<file path="src/rtl/uart_alu_sequencer.sv">
// rtl/uart_alu_sequencer.sv - UART byte sequencer: A, B, opcode -> ALU -> result byte
// Optional inter-byte timeout is built when ALU_SEQ_TIMEOUT_EN is defined.
module uart_alu_sequencer #(
    parameter int          NB_DATA        = 8,
    parameter int          NB_OP          = 6,
    parameter logic [15:0] TIMEOUT_CYCLES = 16'd50000
) (
    input  logic               clock,
    input  logic               reset,
    input  logic [NB_DATA-1:0] i_rx_data,
    input  logic               i_rx_done,
    input  logic               i_tx_done,
    output logic [NB_DATA-1:0] o_tx_data,
    output logic               o_tx_start,
    output logic [NB_DATA-1:0] o_a,
    output logic [NB_DATA-1:0] o_b,
    output logic [NB_OP-1:0]   o_op,
    output logic [2:0]         o_state,
    output logic               o_overrun,
    output logic               o_err_op,
    output logic               o_timeout
);

    typedef enum logic [2:0] {
        WAIT_A  = 3'd0,
        WAIT_B  = 3'd1,
        WAIT_OP = 3'd2,
        EXEC    = 3'd3,
        SEND    = 3'd4,
        WAIT_TX = 3'd5
    } state_t;

    localparam logic [NB_OP-1:0]   OP_ADD = NB_OP'(6'b100000);
    localparam logic [NB_OP-1:0]   OP_SUB = NB_OP'(6'b100010);
    localparam logic [NB_OP-1:0]   OP_AND = NB_OP'(6'b100100);
    localparam logic [NB_OP-1:0]   OP_OR  = NB_OP'(6'b100101);
    localparam logic [NB_OP-1:0]   OP_XOR = NB_OP'(6'b100110);
    localparam logic [NB_OP-1:0]   OP_NOR = NB_OP'(6'b100111);
    localparam logic [NB_OP-1:0]   OP_SRL = NB_OP'(6'b000010);
    localparam logic [NB_OP-1:0]   OP_SRA = NB_OP'(6'b000011);
    localparam logic [NB_DATA-1:0] SHIFT_LIMIT = NB_DATA'(NB_DATA);

    state_t             r_state;
    state_t             w_next;
    logic [NB_DATA-1:0] r_a;
    logic [NB_DATA-1:0] r_b;
    logic [NB_OP-1:0]   r_op;
    logic [NB_DATA-1:0] r_tx_data;
    logic               r_tx_start;
    logic               r_overrun;
    logic               r_err_op;
    logic [NB_DATA-1:0] w_result;
    logic               w_err;
    logic               w_expire;
    logic               w_busy;

    // Bytes arriving while a result is being produced or sent have nowhere to go.
    assign w_busy = (r_state == EXEC) || (r_state == SEND) || (r_state == WAIT_TX);

`ifdef ALU_SEQ_TIMEOUT_EN
    logic [15:0] r_to_cnt;
    logic        r_timeout;
    logic        w_in_wait;

    assign w_in_wait = (r_state == WAIT_B) || (r_state == WAIT_OP);
    // A byte landing in the expiry cycle wins, so i_rx_done masks the abort.
    assign w_expire  = w_in_wait && !i_rx_done && (r_to_cnt == TIMEOUT_CYCLES - 16'd1);

    // Inter-byte counter: runs only while waiting for B or the opcode.
    always_ff @(posedge clock or negedge reset) begin
        if (!reset) begin
            r_to_cnt  <= 16'd0;
            r_timeout <= 1'b0;
        end else begin
            r_timeout <= w_expire;
            if (i_rx_done || !w_in_wait || w_expire) begin
                r_to_cnt <= 16'd0;
            end else begin
                r_to_cnt <= r_to_cnt + 16'd1;
            end
        end
    end

    assign o_timeout = r_timeout;
`else
    assign w_expire  = 1'b0;
    // Constant zero; the term only keeps the parameter referenced in this build.
    assign o_timeout = 1'b0 & (TIMEOUT_CYCLES != 16'd0);
`endif

    // ALU on the latched operands; unsupported opcodes yield zero and flag an error.
    always_comb begin
        w_result = '0;
        w_err    = 1'b0;
        case (r_op)
            OP_ADD:  w_result = r_a + r_b;
            OP_SUB:  w_result = r_a - r_b;
            OP_AND:  w_result = r_a & r_b;
            OP_OR:   w_result = r_a | r_b;
            OP_XOR:  w_result = r_a ^ r_b;
            OP_NOR:  w_result = ~(r_a | r_b);
            OP_SRL:  w_result = (r_b >= SHIFT_LIMIT) ? '0 : (r_a >> r_b);
            OP_SRA:  w_result = (r_b >= SHIFT_LIMIT) ? {NB_DATA{r_a[NB_DATA-1]}}
                                                     : NB_DATA'($signed(r_a) >>> r_b);
            default: w_err    = 1'b1;
        endcase
    end

    // State register.
    always_ff @(posedge clock or negedge reset) begin
        if (!reset) begin
            r_state <= WAIT_A;
        end else begin
            r_state <= w_next;
        end
    end

    // Next-state logic; unused encodings fall back to WAIT_A.
    always_comb begin
        w_next = r_state;
        case (r_state)
            WAIT_A:  if (i_rx_done) w_next = WAIT_B;
            WAIT_B:  if (i_rx_done) w_next = WAIT_OP;
                     else if (w_expire) w_next = WAIT_A;
            WAIT_OP: if (i_rx_done) w_next = EXEC;
                     else if (w_expire) w_next = WAIT_A;
            EXEC:    w_next = SEND;
            SEND:    w_next = WAIT_TX;
            WAIT_TX: if (i_tx_done) w_next = WAIT_A;
            default: w_next = WAIT_A;
        endcase
    end

    // Operand capture, result register, one-cycle start strobe and sticky overrun.
    always_ff @(posedge clock or negedge reset) begin
        if (!reset) begin
            r_a        <= '0;
            r_b        <= '0;
            r_op       <= '0;
            r_tx_data  <= '0;
            r_tx_start <= 1'b0;
            r_overrun  <= 1'b0;
            r_err_op   <= 1'b0;
        end else begin
            r_tx_start <= (r_state == EXEC);
            if (i_rx_done && (r_state == WAIT_A)) r_a <= i_rx_data;
            if (i_rx_done && (r_state == WAIT_B)) r_b <= i_rx_data;
            if (i_rx_done && (r_state == WAIT_OP)) r_op <= i_rx_data[NB_OP-1:0];
            if (r_state == EXEC) begin
                r_tx_data <= w_result;
                r_err_op  <= w_err;
            end
            if (i_rx_done && w_busy) r_overrun <= 1'b1;
        end
    end

    assign o_tx_data  = r_tx_data;
    assign o_tx_start = r_tx_start;
    assign o_a        = r_a;
    assign o_b        = r_b;
    assign o_op       = r_op;
    assign o_state    = r_state;
    assign o_overrun  = r_overrun;
    assign o_err_op   = r_err_op;

endmodule

</file>
<file path="config.mk">
export PLATFORM = sky130hd
export DESIGN_NAME = uart_alu_sequencer
export DESIGN_NICKNAME = d
export VERILOG_FILES = /design/src/rtl/uart_alu_sequencer.sv
export SDC_FILE = /design/constraint.sdc
export NUM_CORES = 1
export LEC_CHECK = 0
export BUFFER_PORTS_ARGS = -buffer_cell sky130_fd_sc_hd__buf_2
export CORE_ASPECT_RATIO = 0.6
export CORE_MARGIN = 1
export CORE_UTILIZATION = 30
export DETAILED_ROUTE_END_ITERATION = 12
export PLACE_DENSITY = 0.57
export SLEW_MARGIN = 20
export SYNTH_ARGS = -nofsm -noshare
export SYNTH_HDL_FRONTEND = slang
export SYNTH_SLANG_ARGS = --single-unit
</file>
<file path="constraint.sdc">
create_clock -name clock -period 4.7 [get_ports clock]
set_clock_uncertainty 0.15 [all_clocks]
set_input_delay 0.47 -clock clock [delete_from_list [all_inputs] [get_ports clock]]
set_output_delay 0.47 -clock clock [all_outputs]
set_load 0.02 [all_outputs]
</file>
# After elaboration in Yosys (flattened, before gate mapping)
# Index checks and enable logic that the tools add are counted.
dict set report totals {
  regBits 36
  in_bits 12
  word_cells 52
}
dict set report op_classes {
  n_addsub 2
  order_cmp 1
  n_eq_ne 17
  shift 2
  muxes 9
  bitwise_logic 4
  reduce_logical 9
}
# op count
set ops {}
lappend ops {{one-hot mux 8 bit (8 select lines)} 1}
lappend ops {{equality test 6 bit, second input constant} 6}
lappend ops {{one-hot mux 3 bit (6 select lines)} 1}
lappend ops {{2-to-1 mux 8 bit} 2}
lappend ops {{equality test 6 x 2 -> 1 bit, second input constant} 2}
lappend ops {{2-to-1 mux 3 bit} 4}
lappend ops {{adder 8 bit} 1}
lappend ops {{AND 8 bit} 1}
lappend ops {{greater-or-equal comparator 8 x 4 -> 1 bit, second input constant} 1}
lappend ops {{inequality test 2 bit, second input constant} 4}
lappend ops {{NOT 8 bit} 1}
lappend ops {{bitwise OR 8 bit} 1}
lappend ops {{OR reduction 8 bit} 1}
lappend ops {{right shift 8 x 8 -> 8 bit} 1}
lappend ops {{>>> shifter 8 x 8 -> 8 bit} 1}
lappend ops {{subtractor 8 bit} 1}
lappend ops {{bitwise XOR 8 bit} 1}
lappend ops {{equality test 3 x 2 -> 1 bit, second input constant} 2}
lappend ops {{equality test 3 bit, second input constant} 2}
lappend ops {{logical AND 1 bit} 4}
lappend ops {{AND reduction 4 bit} 1}
lappend ops {{equality test 3 x 1 -> 1 bit, second input constant} 1}
lappend ops {{logical NOT 3 bit} 1}
lappend ops {{logical OR 1 bit} 2}
lappend ops {{2-to-1 mux 1 bit} 1}

# Logic depth before layout (Yosys ltp)
dict set report depth {
  word_depth 4
  depth_mapped 12
  ltp_nobuf 11
}

# Worst setup path before layout
# Ideal clock, no wire load.
dict set report synth_path {
  kind {register to register}
  start {reg r_op[3] (netlist: o_op[3])}
  end {reg r_tx_data[5] (netlist: o_tx_data[5])}
  arrival_time_ns 2.894
  t_required_ns 4.424
  path_slack_ns 1.530
  stages_incl_launch_ff 11
  synth_period_minus_slack_ns 3.170
  cell_sequence {dfrtp_1 -> or4b_4 -> nor3b_4 -> mux2i_1 -> ha_1 -> nor2b_1 -> o2111ai_1 -> nand3b_1 -> xor2_1 -> and2_1 -> a221o_1}
}
dict set report synth_between {
  elab_chain_cells 2
}
# item line
set synth_rtl {}
lappend synth_rtl {{start, declared} 47} ;# logic [NB_OP-1:0] r_op;
lappend synth_rtl {{start signal, assigned} 148} ;# if (i_rx_done && (r_state == WAIT_OP)) r_op <= i_rx_data[NB_OP-1:0];
lappend synth_rtl {{equality test 6 x 2 -> 1 bit or equality test 6 bit (tied branches)} 95} ;# case (r_op)
lappend synth_rtl {{one-hot mux 8 bit (8 select lines) *} 95}
lappend synth_rtl {{end signal, assigned} 150} ;# r_tx_data <= w_result;
lappend synth_rtl {{end, declared} 48} ;# logic [NB_DATA-1:0] r_tx_data;
# Every way passes the cells marked *; elsewhere a longest branch is shown, timed or not.
# A chain may end at the register's enable or synchronous reset.

# Final worst setup path
# Ends and elaborated chain as after synthesis.

==> impl_metrics.py <==
metrics = {
    "status": {
        "outcome": "finished, final reports clean",
    },
    "floorplan": {
        "pin_count": 49,
        "core-area_sq_mm": 0.00929,
        "die_w_um": 129,
        "dieArea_sq_mm": 0.0101,
        "initial_core_util": 0.313,
        "fp.dieH_um": 78.2,
        "rows": 27,
    },
    "sta": {
        "fmax_ghz": 0.298,
        "timing.slew.headroom": 0.294,
        "max_slew.worst_pin.slew_ns": 1.06,
        "setup_slack_ns": 1.35,
        "setup_violators_final": 0,
        "rsz_0062_raised_after_global_routing": "no",
        "finalCriticalPeriod_ns": 3.35,
        "finalHoldViolCount": 0,
        "fin_tns_setup_ns": 0,
        "final_max_slew_viol_count": 0,
        "fin_crit_sh": 0.713,
        "whs_ns": 0.135,
    },
    "routing": {
        "detail_route.drc_violations": 0,
        "drt.antenna.violating_nets": 0,
        "wirelength_mm": 8.79,
        "drt_iter0_drc": 264,
        "wl_met3_mm": 1.13,
        "drt_pass1_iterations": 5,
        "m1WireLength_mm": 4.56,
        "highest-signal-layer": "met4",
        "detailroute.via_count": 2655,
        "routedWlPerCell_um": 17.5,
        "met2_wirelength_mm": 3.04,
        "routed_via_density": 5.28,
    },
    "grt": {
        "grt_max_degree": 37,
        "globalRoute.totalOverflow": 0,
        "via_count_of_the_first_global_routing_pass": 2374,
        "antenna_violations_before_repair": 0,
        "gr-usage-all-layers": 0.184,
        "global_route_wire_length_before_repair_mm": 13.9,
    },
    "critical_path": {
        "timing.critical_path.arrival_ns": 3.37,
        "critPathLaunch": "o_op[3]",
        "maximum_net_fanout_on_the_critical_path": 7,
        "reg2reg_capture_point": "o_tx_data[5]",
        "crit_required_ns": 4.71,
        "crit-reg2reg-launch": "o_op[3]",
        "critPathCapture": "o_tx_data[5]",
        "r2r.worst_path.cells": 10,
        "kind_of_end_point_of_the_critical_path": "flop",
        "critPathLaunchType": "flop",
        "worstSetupPathType": "reg2reg",
        "r2r_slack_ns": 1.35,
    },
    "placed_design": {
        "dp_hpwl_mm": 6.81,
        "io_buffer_count": 47,
        "detailedPlace.worstSlack_ns": 1.39,
        "globalplace.congestion": 0.974,
    },
    "power_and_ir_drop": {
        "power_per_cell_area_mw_per_mm2": 852,
        "p_leak_nw": 1.53,
        "irDropWorstVdd_uv": 331,
    },
    "layout": {
        "final_common_cell": "sky130_fd_sc_hd__buf_2",
        "finalNetCount": 410,
        "layout-drive-gt1-share": 0.209,
        "seqCellArea_sq_um": 901,
        "insertedDiodeCount": 0,
        "mostFrequentLayoutCells": "47 x sky130_fd_sc_hd__buf_2, 38 x sky130_fd_sc_hd__nand2_1, 36 x sky130_fd_sc_hd__dfrtp_1",
        "multi_input_area_sq_mm": 0.00184,
        "area_delta_synth_final_pct": 16.4,
        "fill_cells": 964,
    },
    "yosys": {
        "most_area_consuming_cells_after_synthesis": "sky130_fd_sc_hd__dfrtp_1 31%, sky130_fd_sc_hd__ha_1 10%, sky130_fd_sc_hd__o21ai_0 6.0%, sky130_fd_sc_hd__mux2i_1 5.5%, sky130_fd_sc_hd__nand2_1 4.9%",
        "synth_nets": 371,
        "synthDominantCellAreaShare": 0.310,
        "netlist_area_sq_mm": 0.00291,
        "synthFlopType": "sky130_fd_sc_hd__dfrtp_1",
        "postSynthCellCount": 334,
        "synth.avg_cell_area_sq_um": 8.70,
        "yosysWarningCount": 0,
        "yosys.area.top_type": "sky130_fd_sc_hd__dfrtp_1",
        "async_reset_ff_frac": 1.00,
        "yosysSeqAreaShare": 0.310,
        "synth-edff-count": 0,
        "synth_cell_types": 56,
        "ys_seq_elements": 36,
    },
    "clock_tree": {
        "clk_latency_ns": 0.29,
        "clock_tree.root_cell": "sky130_fd_sc_hd__clkbuf_16",
        "cts_buffers": 5,
        "clock_sink_count": 36,
        "htree_num_levels": 2,
        "post_cts_clock_slew_at_the_launch_and_capture_registers_of_the_worst_setup_and_hold_paths_ns": 0.05,
        "number_of_hold_buffers_added_after_cts": 0,
        "post_cts_buffers": 0,
        "cts-root-to-sink-buffers": 2,
        "tritoncts_clock_tree": "yes",
        "post_cts_repair_resize_count": 0,
    },
    "flow_run": {
        "maxCapViolCount": 0,
    },
    "hold_path": {
        "hp-class": "in2async",
    },
}
cells by family (layout without fill, tap and decap cells):
| group | count (synthesis) | in the layout | synth area share |
|---|---|---|---|
| adders and majority gates | 25 | 25 | 0.110 |
| xor gates and xnor gates | 13 | 13 | 0.0418 |
| AOI/OAI and AO/OA | 95 | 95 | 0.202 |
| DFF | 36 | 36 | 0.310 |
| buffers and inverters | 43 | 82 | 0.0607 |
| and+or+nand+nor | 96 | 96 | 0.172 |
| other | 1 | 1 | 0.00129 |
| muxes | 25 | 25 | 0.102 |
stage by stage:
step           power [mW]  utilization  instances  instance area [sq um]
2_1_floorplan        2.00            -        334                   2910
3_3_place_gp         2.53        0.349        496                   3250
3_5_place_dp         2.53        0.349        496                   3250
4_1_cts              2.86        0.364        503                   3380
5_1_grt              3.13        0.364        503                   3380
6_report             2.88        0.364        503                   3380
how the worst min path moves through the flow:
stage,from,to,slack [ns],cells past startpoint
floorplan,reset,o_a[0],0.02,0
global placement,o_overrun,o_overrun,0.29,1
detailed placement,o_overrun,o_overrun,0.30,1
CTS,reset,o_a[7],0.20,1
global route,reset,o_tx_data[5],0.22,1
finish,reset,o_tx_data[7],0.14,1
cell usage after synthesis (5+ instances only):
cell type and count:
sky130_fd_sc_hd__nor3_1 5, sky130_fd_sc_hd__and3_1 6, sky130_fd_sc_hd__a22oi_1 5, sky130_fd_sc_hd__ha_1 24
sky130_fd_sc_hd__inv_1 26, sky130_fd_sc_hd__a31oi_1 7, sky130_fd_sc_hd__o211ai_1 7, sky130_fd_sc_hd__clkbuf_1 13
sky130_fd_sc_hd__xnor2_1 10, sky130_fd_sc_hd__a21oi_1 20, sky130_fd_sc_hd__o21ai_0 35, sky130_fd_sc_hd__mux2_2 6
sky130_fd_sc_hd__nand2_1 38, sky130_fd_sc_hd__nand3_1 9, sky130_fd_sc_hd__mux2i_1 16, sky130_fd_sc_hd__nor2_1 14
sky130_fd_sc_hd__dfrtp_1 36
flip-flops by register name, summed over array words and instances, names as in the netlist:
register	flops
o_op	6
o_a	8
o_tx_data	8
o_overrun	1
o_err_op	1
o_b	8
o_tx_start	1
o_state	3
cell type report:
| class | instances | area share |
|---|---|---|
| Tap cell | 130 | 0.0481 |
| Inverter | 26 | 0.0288 |
| Clock buffer | 6 | 0.0381 |
| Sequential cell | 36 | 0.266 |
| Multi-Input combinational cell | 255 | 0.543 |
| Timing Repair Buffer | 49 | 0.0740 |
| Clock inverter | 1 | 0.00148 |
power breakdown:
group	leakage [nW]	total, mW	internal [mW]	switching, mW
clock	0.0667	0.322	0.193	0.129
combinational	1.01	1.80	0.752	1.05
sequential	0.451	0.756	0.437	0.319
total	1.53	2.88	1.38	1.50
layer usage:
layer  track usage  up-vias
met5             0        -
met4        0.0318        0
met3        0.0709        9
met2         0.213      127
met1         0.301     1248
li1              -     1271
worst max-delay path: stages (launching register included):
cell	delay (ns)
sky130_fd_sc_hd__dfrtp_1	0.41
sky130_fd_sc_hd__or4b_4	0.59
sky130_fd_sc_hd__nor3b_4	0.37
sky130_fd_sc_hd__mux2i_1	0.38
sky130_fd_sc_hd__ha_1	0.29
sky130_fd_sc_hd__nor2b_1	0.15
sky130_fd_sc_hd__o2111ai_1	0.23
sky130_fd_sc_hd__nand3b_1	0.12
sky130_fd_sc_hd__xor2_1	0.14
sky130_fd_sc_hd__and2_1	0.15
sky130_fd_sc_hd__a221o_1	0.25
Note: power is estimated with default switching activity, not from simulation.
